<file path="src/rtl/pci_arbiter.sv">
// rtl/pci_arbiter.sv - round-robin PCI bus arbiter with hidden arbitration and grant timeout
//
// Purpose:
//   Drives the active-low grant line of each PCI bus master. Requests are
//   served in round-robin order starting after the last master that actually
//   ran a transaction. While a transaction is in progress the next grant is
//   placed in advance (hidden arbitration). A grant that is never used is
//   revoked after TIMEOUT cycles.
//
// Ports:
//   clk          bus clock, all state changes on posedge
//   areset_n     asynchronous active-low reset
//   req          active-low request, one bit per master
//   Frame, IRDY  shared active-low PCI bus signals (inputs only)
//   gnt          active-low grant, registered, at most one bit low
//   owner        index of the current or pending grantee, registered
//   owner_valid  high while some gnt bit is low
//   bus_idle     registered Frame & IRDY

module pci_arbiter #(
  parameter int NUM_DEV = 3,
  parameter int TIMEOUT = 16,
  parameter int IW      = $clog2(NUM_DEV)
) (
  input  logic               clk,
  input  logic               areset_n,
  input  logic [NUM_DEV-1:0] req,
  input  logic               Frame,
  input  logic               IRDY,
  output logic [NUM_DEV-1:0] gnt,
  output logic [IW-1:0]      owner,
  output logic               owner_valid,
  output logic               bus_idle
);

  typedef enum logic [1:0] {
    ST_IDLE  = 2'd0,
    ST_GRANT = 2'd1,
    ST_BUSY  = 2'd2
  } state_t;

  state_t             state_q, state_d;
  logic [NUM_DEV-1:0] gnt_q, gnt_d;
  logic [IW-1:0]      owner_q, owner_d;
  logic [IW-1:0]      ptr_q, ptr_d;
  logic               owner_valid_q, owner_valid_d;
  logic               bus_idle_q, bus_idle_d;
  logic [7:0]         cnt_q, cnt_d;

  logic               sample_idle;
  logic               rr_found;
  logic [IW-1:0]      rr_idx;
  logic [NUM_DEV-1:0] rr_gnt;

  assign sample_idle = Frame & IRDY;

  // Round-robin pick relative to ptr_q. Scanning from the farthest position
  // back to the nearest lets the nearest requester overwrite the others, so
  // ptr_q itself (offset NUM_DEV) has the lowest priority.
  always_comb begin
    rr_found = 1'b0;
    rr_idx   = '0;
    for (int i = NUM_DEV; i >= 1; i--) begin : scan
      logic [IW-1:0] cand;
      cand = IW'((int'(ptr_q) + i) % NUM_DEV);
      if (!req[cand]) begin
        rr_found = 1'b1;
        rr_idx   = cand;
      end
    end
    rr_gnt = ~(NUM_DEV'(1) << rr_idx);
  end

  always_comb begin
    state_d = state_q;
    gnt_d   = gnt_q;
    owner_d = owner_q;
    ptr_d   = ptr_q;
    cnt_d   = cnt_q;

    case (state_q)
      ST_IDLE: begin
        gnt_d = '1;
        cnt_d = '0;
        // Only grant on a sampled idle bus; this also makes the arbiter
        // wait out a transaction that was in flight across a reset.
        if (rr_found && sample_idle) begin
          gnt_d   = rr_gnt;
          owner_d = rr_idx;
          state_d = ST_GRANT;
        end
      end

      ST_GRANT: begin
        // Frame has priority over both withdrawal and timeout.
        if (!Frame) begin
          state_d = ST_BUSY;
          ptr_d   = owner_q;
        end else if (req[owner_q]) begin
          gnt_d   = '1;
          state_d = ST_IDLE;
        end else if (cnt_q == 8'(TIMEOUT - 1)) begin
          // Advance the pointer so the silent master goes to the back.
          gnt_d   = '1;
          ptr_d   = owner_q;
          state_d = ST_IDLE;
        end else begin
          cnt_d = cnt_q + 8'd1;
        end
      end

      ST_BUSY: begin
        // ptr_q is the running master here, so it only keeps the grant
        // when nobody else asks. Re-evaluated every cycle.
        if (rr_found) begin
          gnt_d   = rr_gnt;
          owner_d = rr_idx;
        end else begin
          gnt_d = '1;
        end
        if (sample_idle) begin
          cnt_d   = '0;
          state_d = rr_found ? ST_GRANT : ST_IDLE;
        end
      end

      default: begin
        gnt_d   = '1;
        state_d = ST_IDLE;
      end
    endcase

    owner_valid_d = ~&gnt_d;
    bus_idle_d    = sample_idle;
  end

  always_ff @(posedge clk or negedge areset_n) begin
    if (!areset_n) begin
      state_q       <= ST_IDLE;
      gnt_q         <= '1;
      owner_q       <= '0;
      ptr_q         <= IW'(NUM_DEV - 1);
      owner_valid_q <= 1'b0;
      bus_idle_q    <= 1'b1;
      cnt_q         <= '0;
    end else begin
      state_q       <= state_d;
      gnt_q         <= gnt_d;
      owner_q       <= owner_d;
      ptr_q         <= ptr_d;
      owner_valid_q <= owner_valid_d;
      bus_idle_q    <= bus_idle_d;
      cnt_q         <= cnt_d;
    end
  end

  assign gnt         = gnt_q;
  assign owner       = owner_q;
  assign owner_valid = owner_valid_q;
  assign bus_idle    = bus_idle_q;

endmodule

</file>
<file path="config.mk">
export PLATFORM = sky130hd
export DESIGN_NAME = pci_arbiter
export DESIGN_NICKNAME = d
export VERILOG_FILES = /design/src/rtl/pci_arbiter.sv
export SDC_FILE = /design/constraint.sdc
export NUM_CORES = 1
export LEC_CHECK = 0
export CAP_MARGIN = 25
export CORE_MARGIN = 2
export CORE_UTILIZATION = 30
export CTS_CLUSTER_SIZE = 12
export DETAILED_ROUTE_END_ITERATION = 12
export GPL_TIMING_DRIVEN = 0
export PLACE_DENSITY = 0.57
export SETUP_SLACK_MARGIN = 0.02
export SLEW_MARGIN = 20
export SYNTH_ARGS = -nofsm -noshare
export SYNTH_HDL_FRONTEND = slang
export SYNTH_SLANG_ARGS = --single-unit
</file>
<file path="constraint.sdc">
create_clock -name clk -period 3.7 [get_ports clk]
set_input_delay 0.555 -clock clk [delete_from_list [all_inputs] [get_ports clk]]
set_output_delay 0.555 -clock clk [all_outputs]
set_load 0.05 [all_outputs]
</file>
==> results.txt <==
- Clk sink count: 19
- Root Buffer Master: clkbuf_8
- CTS Hold Buffers Added: 0
* Met2 wirelength from detailed routing: approximately 1300 µm
* Ratio of routed vias to standard cells: 5.20
* Worst path top cell family by delay: buffers and inverters
- In this run, the combinational gates consume about 62% of the power.
- The internal power of the cells totals 0.644 mW.
* Final Hold Vio Count: 0
* Post-synthesis cell type count: 46
- The synthesized netlist devotes a little under a fifth of its cell area to compound gates.
- Drt wl/cell: approximately 13 µm
* Number of placement rows: 23
* CP bufs+invs: 1
* Portion of netlist area occupied by mux cells: 7.57%
- Once the floorplan was initialized, standard cells occupied around a third of the core.
- For this block, the initial DRC count from the detailed router was 24.
- Cells fill a little under two fifths of the core in the end.
- Top-count cell post-synth: dfrtp_1
- Die extent in x: 70.0 µm
- The tightest min-delay check is of the reg2reg type.
* Worst max-slew margin expressed relative to the limit: a little over two fifths
- In the global route stage, overall resource usage came out at ~12%.
* Number of instances in the synthesized netlist: roughly 130
- At the later pin of the worst-skew pair, clock insertion delay measures approximately 0.25 ns.
* Number of nets in the layout: between 150 and 200
* Share of Yosys cell area claimed by the top area cell type: approximately 27%
- Once the clock tree was built, the setup fixing pass inserted 0 buffers.
- In the synthesized netlist, the cells that appear most often are dfrtp_1 (14), nor2_1 (10), inv_1 (9).
- H-tree lvl count: 1
- In this run the power spent charging and discharging nets is about 0.53 mW.
* Launching point of the worst reg2reg path: ptr_q[1]
* Share of the yosys chip area belonging to registers: between 30 and 40%
- Setup violations remaining at the end of the flow were counted as 0.
- Clock-pin slew was measured on the worst setup and hold paths at around 0.070 ns.
- In the final layout, the share of cells above drive strength 1 is between 15 and 20%.
- In this run the deepest clock path goes through 2 buffers.
- The clock arrives with between 0.003 and 0.004 ns of skew.
- Startpoint class of the critical path: primary input
- Total wire length: ~2600 µm
- Leakage power summed over all cells: roughly 0.61 nW
- The smallest clock period supported by the final layout is computed as around 2.2 ns.
- The startpoint identified for the worst hold timing path is cnt_q[1].
* Number of antenna violations at the first check in global routing: 0
- Post-synthesis register bit count: 19
- Summed over all instances, the cell type with the most area after synthesis is dfrtp_1.
* Highest metal layer used by the detailed router: met4
- The number of antenna diodes in the final layout is 0.
* Status: completed
- IO buf count: 12
- Crit path max fanout: 7
- Async set or reset register ratio after synthesis: 100%
* Final worst-path cycle share: between 50% and 60%
- For the pin with the worst max-slew slack, the measured transition is approximately 0.86 ns.
- Unrepaired setup endpoints after global routing: false
* CP max stage delay: roughly 0.62 ns
* Setup total negative slack: 0 ns
* Remaining antenna violation count: 0
* Number of top-level pins: 14
- The die is 70.0 µm tall.
- Combinational family with the most area after synthesis: simple AND/OR/NAND/NOR gates
* Post-Layout Inst Area: about 1500 µm²
- The setup path with the least slack is of type in2reg.
- The completed layout was analyzed and its total power is ~1.2 mW.
- Sequential group share of total power: 26.0%
- Number of enable-type register cells in the synthesized netlist: 0
- Core box area: between 4000 and 5000 µm²
- RD Place Congestion: 0.758
- Detailed placement ended at an HPWL of about 2000 µm.
* Arr. time, crit path: about 2.4 ns
- Once the clock tree was built, the resizer swapped 0 gates to a different size.
- Adder-Cell Fraction of Synth Area: about 3.8%
* Overall overflow remaining after global route: 0
- Maximum number of pins on one net before global-route repair: 20
- Number of fill cells: between 400 and 500
* Dominant synthesized flop cell: dfrtp_1
- First-pass GRT wire length: 4700 µm
- Maximum achievable frequency: 452 MHz
- TritonCTS built the clock tree.
- The signal on the critical path passes through clkdlybuf4s50_1 -> nand2b_1 -> mux2i_1 -> a21boi_2 -> or3_4 -> mux2_4.
- For this block, wires on met1 add up to ~1200 µm.
* Number of pins with negative max-slew slack in the final report: 0
* Count of yosys warnings during synthesis: 0
* Met3 routed wirelength: ~60 µm
* Number of max-capacitance violations reported: 0
- Critical path required time: 3.84 ns
- The clock network is responsible for between 10% and 20% of the overall power.
- Worst slack on hold paths: between 0.5 and 0.6 ns
- Synth-to-layout area growth: 17.4%
* Die area: 4900 µm²
- Highest ir drop seen on vdd: between 0.2 and 0.25 mV
- Crit path capture type: flip-flop
- The cell area that synthesis handed to floorplanning was 1310 µm².
- Vias in the first global route: 1024
* Vias after detailed routing: 1034
- In the routed design, unresolved DRC markers number 0.
* Cells taking the most area after synthesis: dfrtp_1 (27%), dfstp_2 (10%), ha_1 (3.8%), mux2i_1 (3.8%), nand2b_1 (3.4%)
- In this run the mean area of a mapped cell was about 9.8 µm².
- Sw Share: 45.1%
* TritonCTS Buffers: 3
- Total cell area at the placement stage: roughly 1500 µm²
- Worst-path cell with the longest stage delay: clkdlybuf4s50_1
* Crit. Startpoint: req[2]
- Synth Area in Simple Gates: about a quarter
- Power per cell area: about 770 nW/µm²
- After Yosys synthesis, XOR and XNOR cells account for slightly above 4% of the synthesized area.
* First-pass DRT Iterations: 4
- Net count after synthesis: 144
[final timing paths]
path | cells past startpoint | slack (ns) | end
max in group asynchronous | 1 | 2.38 | owner[0]
hold / removal | 1 | 0.55 | cnt_q[1]
setup / recovery | 6 | 1.49 | owner[1]
setup reg to reg | 7 | 1.52 | owner[1]
min in group asynchronous | 1 | 0.79 | state_q[0]
hold reg to reg | 1 | 0.55 | cnt_q[1]
[worst reg2reg max path: cells and delay by family, from the launching register on]
kind / cells / cell delay [ns]
adder cells (fa/ha/maj): 1 / 0.23
buffers and inverters: 1 / 0.17
multiplexers: 1 / 0.30
AND/OR/NAND/NOR: 2 / 0.55
flip-flops: 1 / 0.55
AO/OA/AOI/OAI: 2 / 0.26
[cell type report]
cell class	instances	area [µm²]	area share, %
buffer	6	37.5	2.45
clock buffer	4	45.0	2.94
inverter	9	33.8	2.20
multi-input combinational	99	753	49.1
sequential	19	482	31.4
tap	50	62.6	4.08
timing repair buffer	12	120	7.83
[power groups by stage]
stage / registers, mW / clock network, mW / logic (mW)
global placement: 0.309 / 0 / 0.719
detailed placement: 0.310 / 0 / 0.735
finish: 0.305 / 0.141 / 0.728
global route: 0.314 / 0.156 / 0.801
CTS: 0.306 / 0.148 / 0.737
floorplan: 0.381 / 0 / 0.502
[sequential cells by signal (all words and copies together) (netlist names)]
| register | flops |
|---|---|
| cnt_q | 8 |
| gnt | 3 |
| state_q | 2 |
| bus_idle | 1 |
| owner_valid | 1 |
| ptr_q | 2 |
| owner | 2 |
[cell usage in the layout, fill, tap and decap left out, drive strengths merged, types with 2 or more instances in the layout]
| master | count |
|---|---|
| mux2 | 4 |
| nor3 | 8 |
| and2 | 2 |
| nand3 | 2 |
| ha | 4 |
| xnor2 | 5 |
| o22ai | 2 |
| o21ai | 5 |
| clkdlybuf4s50 | 12 |
| clkbuf | 7 |
| a211oi | 2 |
| nor4b | 2 |
| inv | 9 |
| o21a | 2 |
| a21oi | 6 |
| buf | 3 |
| nor2b | 5 |
| dfstp | 5 |
| dfrtp | 14 |
| or3 | 2 |
| nand2b | 7 |
| nor3b | 3 |
| nor2 | 10 |
| nand2 | 4 |
| nor4 | 5 |
| mux2i | 5 |
[logic make-up (layout without fill, tap and decap cells)]
kind of cell / Yosys count / after routing
AND/OR/NAND/NOR: 52 / 52
AO/OA/AOI/OAI: 28 / 28
flip-flops: 19 / 19
buffers and inverters: 15 / 31
multiplexers: 9 / 9
XOR/XNOR: 6 / 6
adder cells (fa/ha/maj): 4 / 4
[per-stage QoR]
stage          cells  setup WS (ns)
4_1_cts          199           1.49
3_3_place_gp     195           1.24
5_1_grt          199           1.34
2_1_floorplan    133           1.62
6_report         199           1.49
3_5_place_dp     195           1.23
[layer usage]
| metal | track usage, % | vias up |
|---|---|---|
| li1 | - | 509 |
| met1 | 14.7 | 511 |
| met5 | 0 | - |
| met2 | 20.0 | 10 |
| met4 | 3.85 | 0 |
| met3 | 1.88 | 4 |
No activity file was read; power rests on OpenSTA's default activity.
